**config.mk**
```make
export PLATFORM = sky130hd
export DESIGN_NAME = id2ex_stage
export DESIGN_NICKNAME = d
export VERILOG_FILES = /design/src/rtl/id2ex_stage.sv
export SDC_FILE = /design/constraint.sdc
export NUM_CORES = 1
export LEC_CHECK = 0
export ABC_AREA = 1
export CAP_MARGIN = 20
export CELL_PAD_IN_SITES_DETAIL_PLACEMENT = 1
export CELL_PAD_IN_SITES_GLOBAL_PLACEMENT = 1
export CORE_AREA = 2 2 226 228
export DETAILED_ROUTE_END_ITERATION = 7
export DIE_AREA = 0 0 228 230
export PLACE_DENSITY = 0.78
export SYNTH_ARGS = -nofsm -noshare
export SYNTH_HDL_FRONTEND = slang
export SYNTH_SLANG_ARGS = --single-unit
export TNS_END_PERCENT = 20
```
**constraint.sdc**
```tcl
create_clock -name id2ex_clk_i -period 1.1 [get_ports id2ex_clk_i]
set_input_delay 0.22 -clock id2ex_clk_i [delete_from_list [all_inputs] [get_ports id2ex_clk_i]]
set_output_delay 0.22 -clock id2ex_clk_i [all_outputs]
set_load 0.005 [all_outputs]
```
**src/rtl/id2ex_stage.sv**
```systemverilog
// ID/EX pipeline register with load-use hazard detection and bubble insertion.
// Captures decoded operands and control from ID and presents them to EX one
// cycle later. A dependent instruction directly behind a load stalls ID for one
// cycle, and a bubble goes into EX in its place.
// Optional feature macro: ID2EX_PERF_CNT_EN adds a saturating 32-bit counter of
// load-use bubbles. Without it the counter output is tied to zero.
module id2ex_stage #(
    parameter int XLEN           = 64,
    parameter int REG_INDEX_SIZE = 5,
    parameter int ALU_OP_W       = 6
) (
    input  logic                      id2ex_clk_i,
    input  logic                      id2ex_rst_n_i,
    input  logic                      id2ex_id_valid_i,
    input  logic [XLEN-1:0]           id2ex_id_pc_i,
    input  logic [XLEN-1:0]           id2ex_id_rs1_data_i,
    input  logic [XLEN-1:0]           id2ex_id_rs2_data_i,
    input  logic [XLEN-1:0]           id2ex_id_imm_i,
    input  logic [ALU_OP_W-1:0]       id2ex_id_alu_op_i,
    input  logic [REG_INDEX_SIZE-1:0] id2ex_id_rd_index_i,
    input  logic                      id2ex_id_rd_en_i,
    input  logic                      id2ex_id_mem_read_i,
    input  logic                      id2ex_id_mem_write_i,
    input  logic                      id2ex_id_rs1_src_id2ex_i,
    input  logic                      id2ex_id_rs2_src_id2ex_i,
    input  logic                      id2ex_ex_ready_i,
    input  logic                      id2ex_flush_i,
    output logic                      id2ex_id_stall_o,
    output logic                      id2ex_valid_o,
    output logic [XLEN-1:0]           id2ex_pc_o,
    output logic [XLEN-1:0]           id2ex_rs1_data_o,
    output logic [XLEN-1:0]           id2ex_rs2_data_o,
    output logic [XLEN-1:0]           id2ex_imm_o,
    output logic [ALU_OP_W-1:0]       id2ex_alu_op_o,
    output logic [REG_INDEX_SIZE-1:0] id2ex_rd_index_o,
    output logic                      id2ex_rd_en_o,
    output logic                      id2ex_mem_read_o,
    output logic                      id2ex_mem_write_o,
    output logic [31:0]               id2ex_lu_bubble_cnt_o
);

    logic                      valid_q, valid_d;
    logic [XLEN-1:0]           pc_q, pc_d;
    logic [XLEN-1:0]           rs1_data_q, rs1_data_d;
    logic [XLEN-1:0]           rs2_data_q, rs2_data_d;
    logic [XLEN-1:0]           imm_q, imm_d;
    logic [ALU_OP_W-1:0]       alu_op_q, alu_op_d;
    logic [REG_INDEX_SIZE-1:0] rd_index_q, rd_index_d;
    logic                      rd_en_q, rd_en_d;
    logic                      mem_read_q, mem_read_d;
    logic                      mem_write_q, mem_write_d;

    logic load_use;
    logic hold;
    logic bubble_take;

    // A load in id2ex cannot forward until MEM, so a consumer directly behind it
    // waits one cycle. EX backpressure freezes the register entirely.
    assign load_use = id2ex_id_valid_i & valid_q & mem_read_q &
                      (id2ex_id_rs1_src_id2ex_i | id2ex_id_rs2_src_id2ex_i);
    assign hold     = valid_q & ~id2ex_ex_ready_i;
    assign id2ex_id_stall_o = hold | load_use;

    // The bubble is counted only when it is actually inserted. Flush and hold
    // both take precedence over it.
    assign bubble_take = ~id2ex_flush_i & ~hold & load_use;

    // Next-state selection. Priority: flush, hold, load-use bubble, capture.
    always_comb begin
        valid_d     = valid_q;
        pc_d        = pc_q;
        rs1_data_d  = rs1_data_q;
        rs2_data_d  = rs2_data_q;
        imm_d       = imm_q;
        alu_op_d    = alu_op_q;
        rd_index_d  = rd_index_q;
        rd_en_d     = rd_en_q;
        mem_read_d  = mem_read_q;
        mem_write_d = mem_write_q;
        if (id2ex_flush_i || (!hold && load_use)) begin
            // Flush and bubble both kill the control bits. Data fields are
            // meaningless once valid is low, so they keep their old values.
            valid_d     = 1'b0;
            rd_en_d     = 1'b0;
            mem_read_d  = 1'b0;
            mem_write_d = 1'b0;
        end else if (!hold) begin
            // An invalid ID entry turns into a bubble with all control bits clear.
            valid_d     = id2ex_id_valid_i;
            pc_d        = id2ex_id_pc_i;
            rs1_data_d  = id2ex_id_rs1_data_i;
            rs2_data_d  = id2ex_id_rs2_data_i;
            imm_d       = id2ex_id_imm_i;
            alu_op_d    = id2ex_id_alu_op_i;
            rd_index_d  = id2ex_id_rd_index_i;
            rd_en_d     = id2ex_id_rd_en_i & id2ex_id_valid_i;
            mem_read_d  = id2ex_id_mem_read_i & id2ex_id_valid_i;
            mem_write_d = id2ex_id_mem_write_i & id2ex_id_valid_i;
        end
    end

    // Pipeline register. Reset clears every field, including the data fields.
    always_ff @(posedge id2ex_clk_i or negedge id2ex_rst_n_i) begin
        if (!id2ex_rst_n_i) begin
            valid_q     <= 1'b0;
            pc_q        <= '0;
            rs1_data_q  <= '0;
            rs2_data_q  <= '0;
            imm_q       <= '0;
            alu_op_q    <= '0;
            rd_index_q  <= '0;
            rd_en_q     <= 1'b0;
            mem_read_q  <= 1'b0;
            mem_write_q <= 1'b0;
        end else begin
            valid_q     <= valid_d;
            pc_q        <= pc_d;
            rs1_data_q  <= rs1_data_d;
            rs2_data_q  <= rs2_data_d;
            imm_q       <= imm_d;
            alu_op_q    <= alu_op_d;
            rd_index_q  <= rd_index_d;
            rd_en_q     <= rd_en_d;
            mem_read_q  <= mem_read_d;
            mem_write_q <= mem_write_d;
        end
    end

    assign id2ex_valid_o     = valid_q;
    assign id2ex_pc_o        = pc_q;
    assign id2ex_rs1_data_o  = rs1_data_q;
    assign id2ex_rs2_data_o  = rs2_data_q;
    assign id2ex_imm_o       = imm_q;
    assign id2ex_alu_op_o    = alu_op_q;
    assign id2ex_rd_index_o  = rd_index_q;
    assign id2ex_rd_en_o     = rd_en_q;
    assign id2ex_mem_read_o  = mem_read_q;
    assign id2ex_mem_write_o = mem_write_q;

`ifdef ID2EX_PERF_CNT_EN
    logic [31:0] lu_cnt_q, lu_cnt_d;

    // Saturating count of inserted load-use bubbles.
    always_comb begin
        lu_cnt_d = lu_cnt_q;
        if (bubble_take && (lu_cnt_q != 32'hFFFF_FFFF)) begin
            lu_cnt_d = lu_cnt_q + 32'd1;
        end
    end

    // The counter is cleared only by reset.
    always_ff @(posedge id2ex_clk_i or negedge id2ex_rst_n_i) begin
        if (!id2ex_rst_n_i) begin
            lu_cnt_q <= '0;
        end else begin
            lu_cnt_q <= lu_cnt_d;
        end
    end

    assign id2ex_lu_bubble_cnt_o = lu_cnt_q;
`else
    logic unused_bubble_take;
    assign unused_bubble_take    = bubble_take;
    assign id2ex_lu_bubble_cnt_o = 32'd0;
`endif

endmodule

```
==> impl_metrics.tcl <==
set metrics [dict create \
    status "complete, but fails checks" \
    violations "negative setup slack" \
    yosys_register_bits 271 \
    synth_compound_area_share_pct 0 \
    synth_top_family_by_area "simple AND/OR/NAND/NOR gates" \
    syn_area_sq_um 11500 \
    syn_inst 1255 \
    slew_viol_final 0 \
    final_cell_mix "423 x nand2_1, 275 x clkdlybuf4s50_1, 271 x nand4_1, 270 x dfrtp_1, 163 x buf_2" \
    drtPass1Iterations 5 \
    fin_crit_ps 1660 \
    syn_to_final_growth_pct 72.7 \
    final-hold-violation-count 0 \
    cts_tree "done" \
    ant_nets 0 \
    dp_slack_ps -887 \
    leakage_uw 0.0101 \
    antenna_found_initial 2 \
    finalCritPeriodShare_pct 150 \
    grt_start_max_net_pins 49 \
    multi_input_area_sq_um 4480 \
    clkPwrFrac_pct 35.5 \
    crit_chain "nand2_2 > nor2_4 > nand2_8 > nand2_2 > buf_6" \
    slowest_stage "dfrtp_1" \
    rsz0062_at_grt "true" \
    setup_viol 543 \
    postLayoutSetupSlackWorst_ps -555 \
    clk_pin_slew_ps 60 \
    power.internal_uw 20800 \
    top_level_ports 581 \
    utilization_pct 39.8 \
    slowest_delay_ps 380 \
    cts-buffers-inserted 31 \
    synth_cell_type_count 13 \
    via_count 12179 \
    max_cap_viol_count 0 \
    power_frac_seq_pct 41.5 \
    ir_drop_v 0.00106 \
    regArea_sq_um 6780 \
    crit_path_max_fanout 5 \
    place_congestion 0.825 \
    clock-sinks 271 \
    layout_commonest_cell "nand2_1" \
    routed_wl_microns 53800 \
    wire_per_inst_microns 20.8 \
    viasPerCell 4.70 \
    synthAdderAreaFrac_pct 0 \
    power.total_uw 29100 \
    core_sq_um 49900 \
    nets 2172 \
    avgSynthCellArea_sq_um 9.15 \
    hold_class "primary input to async pin" \
    port_buffers 548 \
    clk_path_buf_depth 3 \
    required_ps 880 \
    p_per_area_nw_per_um2 1470 \
    grt_pass1_vias 12662 \
    cp-start-kind "flip-flop" \
    overflow 0 \
    switching_share_pct 28.5 \
    post-route-cell-area_sq_um 19800 \
    fillCellCount 5769 \
    ys_seq_area_share_pct 59.1 \
    die_w_microns 228 \
    critPathCaptureType "output port" \
    max_freq_mhz 604 \
    combPwrFrac_pct 23.0 \
    grt_pass1_wl_microns 74200 \
    worstSetupPathType "flip-flop to output port" \
    drt-initial-drc-count 493 \
    dp_hpwl_microns 34900 \
    track_usage_pct 17.7 \
    fin_skew_ps 14.5 \
    worst_ep_arrival_time_ps 1440 \
    synth-simple-area-share_pct 33.0 \
    dieArea_sq_um 52400 \
    synth.mux.area_fraction_pct 0 \
    synth-xor-area-share_pct 0 \
    initial_core_util_pct 23.0 \
    clkLatencyLatePin_ps 570 \
    drive_gt1_share_pct 32.9 \
    place_area_sq_um 18200 \
    ctsHtreeMaxLevel 1 \
    path_common_cell "nand2_2" \
    drc 0 \
    cts-root-buf "clkbuf_16" \
    yosys_warnings 0 \
    die_h_microns 230 \
    row_count 82 \
    p_sw_uw 8290 \
]
[worst max-delay path, delay by kind of cell, from the launching register on]
kind                   cells  cell delay [ps]
AND/OR/NAND/NOR            4              380
buffers and inverters      1              110
flip-flops                 1              380
[layer usage]
| layer | vias up | track usage (%) | wire (microns) |
|---|---|---|---|
| met3 | 120 | 4.35 | 3500 |
| met2 | 477 | 31.0 | 27400 |
| li1 | 5469 | - | - |
| met1 | 6111 | 20.7 | 20800 |
| met4 | 2 | 7.29 | 2070 |
| met5 | - | 0 | 11 |
[area by class of cell]
cell class	count	area share, %
clock buffers	48	4.79
well taps	672	4.24
inverters	9	0.208
flip-flops and latches	271	34.2
repair buffers	727	33.6
diodes	1	0.0126
clock inverters	6	0.297
multi-input cells	855	22.6
[state kept, by name, summed over array words and instances, names as in the netlist]
register and count:
id2ex_pc_o 64, id2ex_mem_read_o 1, id2ex_rs2_data_o 64, id2ex_imm_o 64, id2ex_valid_o 1, id2ex_alu_op_o 6, id2ex_mem_write_o 1, id2ex_rs1_data_o 64
id2ex_rd_index_o 5, id2ex_rd_en_o 1
[cell usage after synthesis]
| cell | n | share of area, % |
|---|---|---|
| clkbuf_1 | 17 | 0.56 |
| inv_1 | 9 | 0.29 |
| nand2_2 | 1 | 0.055 |
| nand4_1 | 271 | 15 |
| dfrtp_1 | 271 | 59 |
| buf_1 | 27 | 0.88 |
| buf_6 | 12 | 1.2 |
| nor2_1 | 2 | 0.065 |
| conb_1 | 1 | 0.033 |
| nand2_1 | 548 | 18 |
| nand3_4 | 1 | 0.15 |
| buf_2 | 55 | 2.4 |
| buf_4 | 40 | 2.6 |
[power by group through the flow]
stage / Sequential, uW / Clock (uW) / Combinational, uW
after floorplan: 12100 / 0 / 1790
after global placement: 12000 / 0 / 6480
after detailed placement: 12100 / 0 / 6660
after CTS: 11900 / 10600 / 6010
after global routing: 12200 / 11000 / 7230
final: 12000 / 10300 / 6680
[per-stage QoR]
step                      setup TNS, ps  instances  hold slack, ps
after floorplan                  -24440       1286           -75.6
after global routing            -210720       2589             172
after detailed placement        -213520       2455             158
after global placement          -217060       2455             153
after CTS                       -195520       2541             162
final                           -173770       2589             172
[kinds of logic (layout without fill, tap and decap cells)]
logic type,after synthesis,count (layout)
simple gates,823,823
flops,271,271
buf+inv,160,790
other cells,1,33
[what timing repair did]
item	in CTS	in global routing
pin swaps	1	10
hold buffers	1	0
setup endpoints to repair	543	543
gates cloned	0	31
endpoints found under the hold margin	271	0
resized for setup	896	322
buffers inserted	31	17
[final timing paths]
path,start,end,slack [ps],cells after the start
worst max-delay path,id2ex_valid_o$_DFFE_PN0P_,id2ex_id_stall_o,-560,5
worst min-delay path,id2ex_rst_n_i,id2ex_rs1_data_o[13]$_DFFE_PN0P_,170,2
worst max register to register,id2ex_valid_o$_DFFE_PN0P_,id2ex_rs1_data_o[43]$_DFFE_PN0P_,-510,10
worst min register to register,id2ex_rs2_data_o[44]$_DFFE_PN0P_,id2ex_rs2_data_o[44]$_DFFE_PN0P_,460,2
max in group asynchronous,id2ex_rst_n_i,id2ex_imm_o[33]$_DFFE_PN0P_,310,3
min in group id2ex_clk_i,id2ex_id_rs1_data_i[63],id2ex_rs1_data_o[63]$_DFFE_PN0P_,220,3
(Power assumes the default switching activity.)
